<file path="config.mk">
export PLATFORM = sky130hd
export DESIGN_NAME = syn_gpu_pxl_gw
export DESIGN_NICKNAME = d
export VERILOG_FILES = /design/src/rtl/syn_gpu_pkg.sv /design/src/rtl/syn_pxl_gw_addr_calc.sv /design/src/rtl/syn_gpu_pxl_gw.sv
export SDC_FILE = /design/constraint.sdc
export NUM_CORES = 1
export LEC_CHECK = 0
export BUFFER_PORTS_ARGS = -buffer_cell sky130_fd_sc_hd__buf_2
export CORE_ASPECT_RATIO = 0.8
export CORE_UTILIZATION = 42
export CTS_CLUSTER_SIZE = 10
export DETAILED_ROUTE_END_ITERATION = 16
export GPL_TIMING_DRIVEN = 0
export HOLD_SLACK_MARGIN = 0.05
export PLACE_DENSITY = 0.76
export SKIP_CTS_REPAIR_TIMING = 1
export SYNTH_ARGS = -nofsm -noshare
export SYNTH_HDL_FRONTEND = slang
export SYNTH_SLANG_ARGS = --single-unit
</file>
<file path="constraint.sdc">
create_clock -name clk_ir -period 1.41 [get_ports clk_ir]
set_input_delay 0.141 -clock clk_ir [delete_from_list [all_inputs] [get_ports clk_ir]]
set_output_delay 0.141 -clock clk_ir [all_outputs]
set_load 0.1 [all_outputs]
</file>
<file path="src/rtl/syn_gpu_pkg.sv">
// rtl/syn_gpu_pkg.sv - shared GPU types, canvas geometry and pixel gateway state encoding
package syn_gpu_pkg;

    localparam int P_X_W        = 10;
    localparam int P_Y_W        = 9;
    localparam int P_CANVAS_W   = 640;
    localparam int P_CANVAS_H   = 480;
    localparam int P_MEM_ADDR_W = 19;

    localparam int P_MISC_NORM_W = 8;
    localparam int P_MISC_DIST_W = 12;

    typedef struct packed {
        logic [5:0] hue;
        logic [4:0] sat;
        logic [4:0] inten;
    } pxl_hsi_t;

    localparam int P_PXL_W = $bits(pxl_hsi_t);

    typedef enum logic [1:0] {
        GW_IDLE     = 2'd0,
        GW_WR_ISSUE = 2'd1,
        GW_RD_ISSUE = 2'd2,
        GW_RD_WAIT  = 2'd3
    } gw_state_e;

endpackage

</file>
<file path="src/rtl/syn_pxl_gw_addr_calc.sv">
// rtl/syn_pxl_gw_addr_calc.sv - canvas (x,y) to linear frame-buffer word address plus in-range flag
module syn_pxl_gw_addr_calc
    import syn_gpu_pkg::*;
(
    input  logic [P_X_W-1:0]        posx_i,
    input  logic [P_Y_W-1:0]        posy_i,
    output logic [P_MEM_ADDR_W-1:0] addr_o,
    output logic                    in_range_o
);

    localparam logic [P_X_W-1:0] CANVAS_W_X = P_X_W'(P_CANVAS_W);
    localparam logic [P_Y_W-1:0] CANVAS_H_Y = P_Y_W'(P_CANVAS_H);

    logic [P_MEM_ADDR_W-1:0] x_ext;
    logic [P_MEM_ADDR_W-1:0] y_ext;

    assign x_ext = P_MEM_ADDR_W'(posx_i);
    assign y_ext = P_MEM_ADDR_W'(posy_i);

    // y*640 as y*512 + y*128; wraps modulo 2^P_MEM_ADDR_W for out-of-canvas input
    assign addr_o = (y_ext << 9) + (y_ext << 7) + x_ext;

    assign in_range_o = (posx_i < CANVAS_W_X) && (posy_i < CANVAS_H_Y);

endmodule

</file>
<file path="src/rtl/syn_gpu_pxl_gw.sv">
// rtl/syn_gpu_pxl_gw.sv - pixel gateway core->frame-buffer; SYN_PXL_GW_RANGE_CHK_EN drops off-canvas requests
module syn_gpu_pxl_gw
    import syn_gpu_pkg::*;
(
    input  logic                     clk_ir,
    input  logic                     rst_sync_l,
    input  logic                     pxl_wr_valid,
    input  logic                     pxl_rd_valid,
    input  logic [P_X_W-1:0]         posx,
    input  logic [P_Y_W-1:0]         posy,
    input  logic [P_PXL_W-1:0]       pxl,
    input  logic [P_MISC_NORM_W-1:0] misc_info_norm,
    input  logic [P_MISC_DIST_W-1:0] misc_info_dist,
    output logic                     ready,
    output logic [P_PXL_W-1:0]       rd_pxl,
    output logic                     rd_pxl_valid,
    output logic                     mem_wr_en,
    output logic                     mem_rd_en,
    output logic [P_MEM_ADDR_W-1:0]  mem_addr,
    output logic [P_PXL_W-1:0]       mem_wdata,
    input  logic                     mem_wait,
    input  logic [P_PXL_W-1:0]       mem_rdata,
    input  logic                     mem_rd_valid
);

    gw_state_e state_q, state_d;
    gw_state_e accept_next;

    logic                    accept;
    logic                    req_drop;
    logic [P_MEM_ADDR_W-1:0] calc_addr;
    logic                    calc_in_range;

    logic [P_MEM_ADDR_W-1:0] addr_q;
    logic [P_PXL_W-1:0]      wdata_q;
    logic [P_PXL_W-1:0]      rd_pxl_q;
    logic                    rd_pxl_valid_q;

    syn_pxl_gw_addr_calc u_addr_calc (
        .posx_i     (posx),
        .posy_i     (posy),
        .addr_o     (calc_addr),
        .in_range_o (calc_in_range)
    );

    logic unused_sigs;
`ifdef SYN_PXL_GW_RANGE_CHK_EN
    assign req_drop    = ~calc_in_range;
    assign unused_sigs = ^{misc_info_norm, misc_info_dist};
`else
    assign req_drop    = 1'b0;
    assign unused_sigs = ^{misc_info_norm, misc_info_dist, calc_in_range};
`endif

    // A write wins when both valids are high
    assign accept = (pxl_wr_valid | pxl_rd_valid) & ready;

    always_comb begin
        accept_next = GW_IDLE;
        if (!req_drop) begin
            accept_next = pxl_wr_valid ? GW_WR_ISSUE : GW_RD_ISSUE;
        end
    end

    always_ff @(posedge clk_ir or negedge rst_sync_l) begin
        if (!rst_sync_l) begin
            state_q <= GW_IDLE;
        end else begin
            state_q <= state_d;
        end
    end

    always_comb begin
        state_d = state_q;
        unique case (state_q)
            GW_IDLE, GW_WR_ISSUE: begin
                if (ready) begin
                    state_d = accept ? accept_next : GW_IDLE;
                end
            end
            GW_RD_ISSUE: begin
                if (!mem_wait) begin
                    state_d = GW_RD_WAIT;
                end
            end
            GW_RD_WAIT: begin
                if (mem_rd_valid) begin
                    state_d = GW_IDLE;
                end
            end
            default: state_d = GW_IDLE;
        endcase
    end

    always_comb begin
        ready     = (state_q == GW_IDLE) | ((state_q == GW_WR_ISSUE) & ~mem_wait);
        mem_wr_en = (state_q == GW_WR_ISSUE);
        mem_rd_en = (state_q == GW_RD_ISSUE);
    end

    // Request slot only reloads on accept, so address/data hold for the whole strobe
    always_ff @(posedge clk_ir or negedge rst_sync_l) begin
        if (!rst_sync_l) begin
            addr_q  <= '0;
            wdata_q <= '0;
        end else if (accept) begin
            addr_q <= calc_addr;
            if (pxl_wr_valid) begin
                wdata_q <= pxl;
            end
        end
    end

    always_ff @(posedge clk_ir or negedge rst_sync_l) begin
        if (!rst_sync_l) begin
            rd_pxl_q       <= '0;
            rd_pxl_valid_q <= 1'b0;
        end else begin
            rd_pxl_valid_q <= 1'b0;
            if ((state_q == GW_RD_WAIT) && mem_rd_valid) begin
                rd_pxl_q       <= mem_rdata;
                rd_pxl_valid_q <= 1'b1;
            end else if (accept && !pxl_wr_valid && req_drop) begin
                rd_pxl_q       <= '0;
                rd_pxl_valid_q <= 1'b1;
            end
        end
    end

    assign mem_addr     = addr_q;
    assign mem_wdata    = wdata_q;
    assign rd_pxl       = rd_pxl_q;
    assign rd_pxl_valid = rd_pxl_valid_q;

endmodule
</file>
==> results.env <==
FP.DIEAREA_UM2=6789
CRITICAL_PATH.MAX_STAGE_DELAY_PS=540
POST-ROUTE-DRC-COUNT=0
INITIALDRTVIOLATIONCOUNT=106
CP_DATA_ARRIVAL_TIME_PS=2140
CRITICALPATHCATEGORY='in2reg'
SETUP.REG_TO_REG.WORST_SLACK_PS=-110
DETAILROUTE.VIA_COUNT=2370
DIE_HEIGHT_UM=73.90
START_KIND='input port'
FLOORPLAN.DIE.WIDTH_UM=91.87
GRT_OVERFLOW_TOTAL=0
DETAILEDPLACEMENTHPWL_MM=4.600
SYNTH-ASYNC-RESET-RATIO_PCT=100.0
IO-PIN-COUNT=132
SYNTH_TOP_CELL_AREA_SHARE_PCT=49.79
YOSYSTOPAREACELL='dfrtp_1'
CORE_UTILIZATION_OF_THE_FINISHED_LAYOUT_PCT=65.73
DRT-PASS1-ITER-COUNT=4
CTS_MAX_LEVEL=2
INITIAL_UTIL_PCT=44.72
SYN_TO_FINAL_GROWTH_PCT=46.98
HOLDCRITSTARTPOINT='posx[5]'
CTS_SINKS=54
VIASPERCELL=5.032
SYNTHCELLS=236
TIMING.SLEW.HEADROOM_PCT=22.22
FINAL_CRITICAL_PATH_SETUP_SLACK_PS=-497.4
REG2REGPATHDEPTH=5
SYNTH_COMMON_CELLS='54 x dfrtp_1, 43 x nand2_1, 23 x mux2_2'
SYNTH.CELL_AREA_UM2=2714
FINALSETUPVIOLATIONS=26
FINAL.SETUP_SKEW_PS=7.490
PRE_CTS_WS_PS=-822.7
FINAL-HOLD-VIOLATION-COUNT=0
CLOCKROOTBUFFER='clkbuf_8'
REGTOREGSTARTPOINT='state_q[1]'
CRIT_PATH_CELL_TRACE='buf_8, inv_4, fa_1, inv_2, fa_2, a211oi_4, o21bai_1, a2111o_1, nand3_1'
ANTENNA_FOUND_INITIAL=0
HOLD_END='mem_addr[5]'
VIOLATIONS='setup timing'
DESIGN.FINAL.NETS=485
CTSLONGESTPATHBUFFERS=2
GRT_UTIL_ALL_LAYERS_PCT=18.23
GRT_SETUP_UNREPAIRED='yes'
MULTI_INPUT_COMB_AREA_UM2=1363
YS_FF_LATCH=54
NUMBER_OF_SYNTHESIZED_FLOPS_WITH_AN_ENABLE_PIN=0
FINALWIRELENGTH_MM=6.897
FLOORPLAN.CORE_AREA_UM2=6068
SEQCELLAREA_UM2=1353
CTS_BUFFERS=5
GRT_MAX_DEGREE=55
CLOCK_LATENCY_PS=300
SYNTH_SEQUENTIAL_AREA_RATIO_PCT=49.79
REPORT.FINAL.SLEW_VIOL_COUNT=0
SYNTHESIS.NETS=332
DRT.ANTENNA.VIOLATING_NETS=0
INSERTEDDIODECOUNT=0
TRITONCTS_CLOCK_TREE='yes'
PLACEMENT.IO_BUFFERS=111
WORST_HOLD_PATH_TYPE='in2reg'
FINALWEIGHTEDCONGESTION=0.8348
CLK_PIN_SLEW_PS=100
FMAXACHIEVABLE_MHz=524.3
SYNTH_FLOP_CELL='dfrtp_1'
TIMING.FINAL.CRIT_PERIOD_PS=1907
YOSYS.CELL_COUNT.TOP_TYPE='dfrtp_1'
HOLD_DEPTH=3
VIA_COUNT_OF_THE_FIRST_GLOBAL_ROUTING_PASS=2090
REQUIRED_PS=1640
GRT_PASS1_WL_MM=9.604
SYNTH.AVG_CELL_AREA_UM2=11.50
SYNTHTOPCELLSBYAREA='dfrtp_1 50%, mux2_2 9.5%, ha_1 7.8%'
MAX-CAP-VIOLATIONS=0
FRACTION_OF_FINAL_LAYOUT_CELLS_SIZED_BEYOND_DRIVE_STRENGTH_1_PCT=51.28
CRIT_FANOUT=3
TIMING.FINAL.CRIT_SHARE_PCT=135.3
STATUS='finished, violations left'
FILLERINSTANCES=487
MAX_SLEW.WORST_PIN.SLEW_PS=1167
NUMBER_OF_PLACEMENT_ROWS=25
CRITICAL_PATH.REG2REG.ENDPOINT='mem_addr[17]'
SYNTH_CELL_TYPE_COUNT=44
DETAIL_ROUTE.WL_PER_CELL_UM=14.64
SYNTH_WARNINGS=0
WORST_SETUP_PATH_END_KIND='flip-flop'
CRIT_SLOWEST_CELL='fa_1'
[critical path: cells and delay by family]
kind | cells | cell delay, ps
fa+ha+maj | 2 | 940
compound gates | 3 | 830
buf+inv | 3 | 140
simple gates | 1 | 70
[stage by stage]
step	area (µm²)	hold WS, ps	setup TNS [ps]	cells
final	3989	34.95	-3695	471
after global routing	3989	52.28	-5395	471
after CTS	3516	11.73	-7305	436
after detailed placement	3417	339.3	-9022	428
after global placement	3417	334.3	-7944	428
after floorplan	2760	-154.6	-3842	236
[cell type report]
class,count,share of cell area [%]
multi-input combinational,167,34.16
buffer,7,1.725
tap,81,2.541
clock inverter,2,0.4078
clock buffer,6,2.070
timing repair buffer,146,23.87
sequential,54,33.91
inverter,8,1.317
[cell families after synthesis]
kind of cell,after synthesis,share of synthesized area (%)
buffers and inverters,15,2.812
adders and majority gates,19,9.313
muxes,33,15.08
AOI/OAI and AO/OA,40,9.682
xor gates and xnor gates,3,0.9684
and+or+nand+nor,72,12.36
DFF,54,49.79
[worst max path at each step]
stage,startpoint,end,slack (ps)
floorplan,posy[2],mem_addr[14],-500
global placement,posy[2],mem_addr[18],-810
detailed placement,posy[2],mem_addr[18],-820
CTS,posy[2],mem_addr[16],-510
global route,posx[9],mem_addr[14],-550
finish,posx[9],mem_addr[14],-500
[placed cells by master, fill, tap and decap left out, types with 2 or more instances in the layout]
cell           count
nor4_1             2
o2111ai_1          2
dfrtp_1           53
a21o_1             3
o21ai_1            6
nand3_1            5
dlygate4sd3_1     16
buf_6              4
inv_1              3
nor2_1             6
o21a_1             2
mux2_4            10
buf_12             3
a21oi_1            7
nand4_1            2
clkbuf_8           6
o21ai_0            7
a21oi_2            2
mux2_2            23
buf_2            108
xor2_1             2
nand2_1           43
inv_2              2
buf_4             17
a211oi_1           2
clkbuf_16          2
buf_8              2
ha_1              16
[registers in the layout, summed over array words and instances, names as in the netlist]
register      count
mem_addr         19
mem_wdata        16
rd_pxl           16
rd_pxl_valid      1
state_q           2
[layer usage]
metal | track usage [%] | share of wire, %
met1 | 23.68 | 42
met2 | 30.35 | 51
met3 | 4.555 | 5.4
met4 | 5.556 | 1.7
met5 | 0 | 0
Power is not shown: default switching activity piles up to over one toggle a cycle in this logic, so the estimate is an artifact.
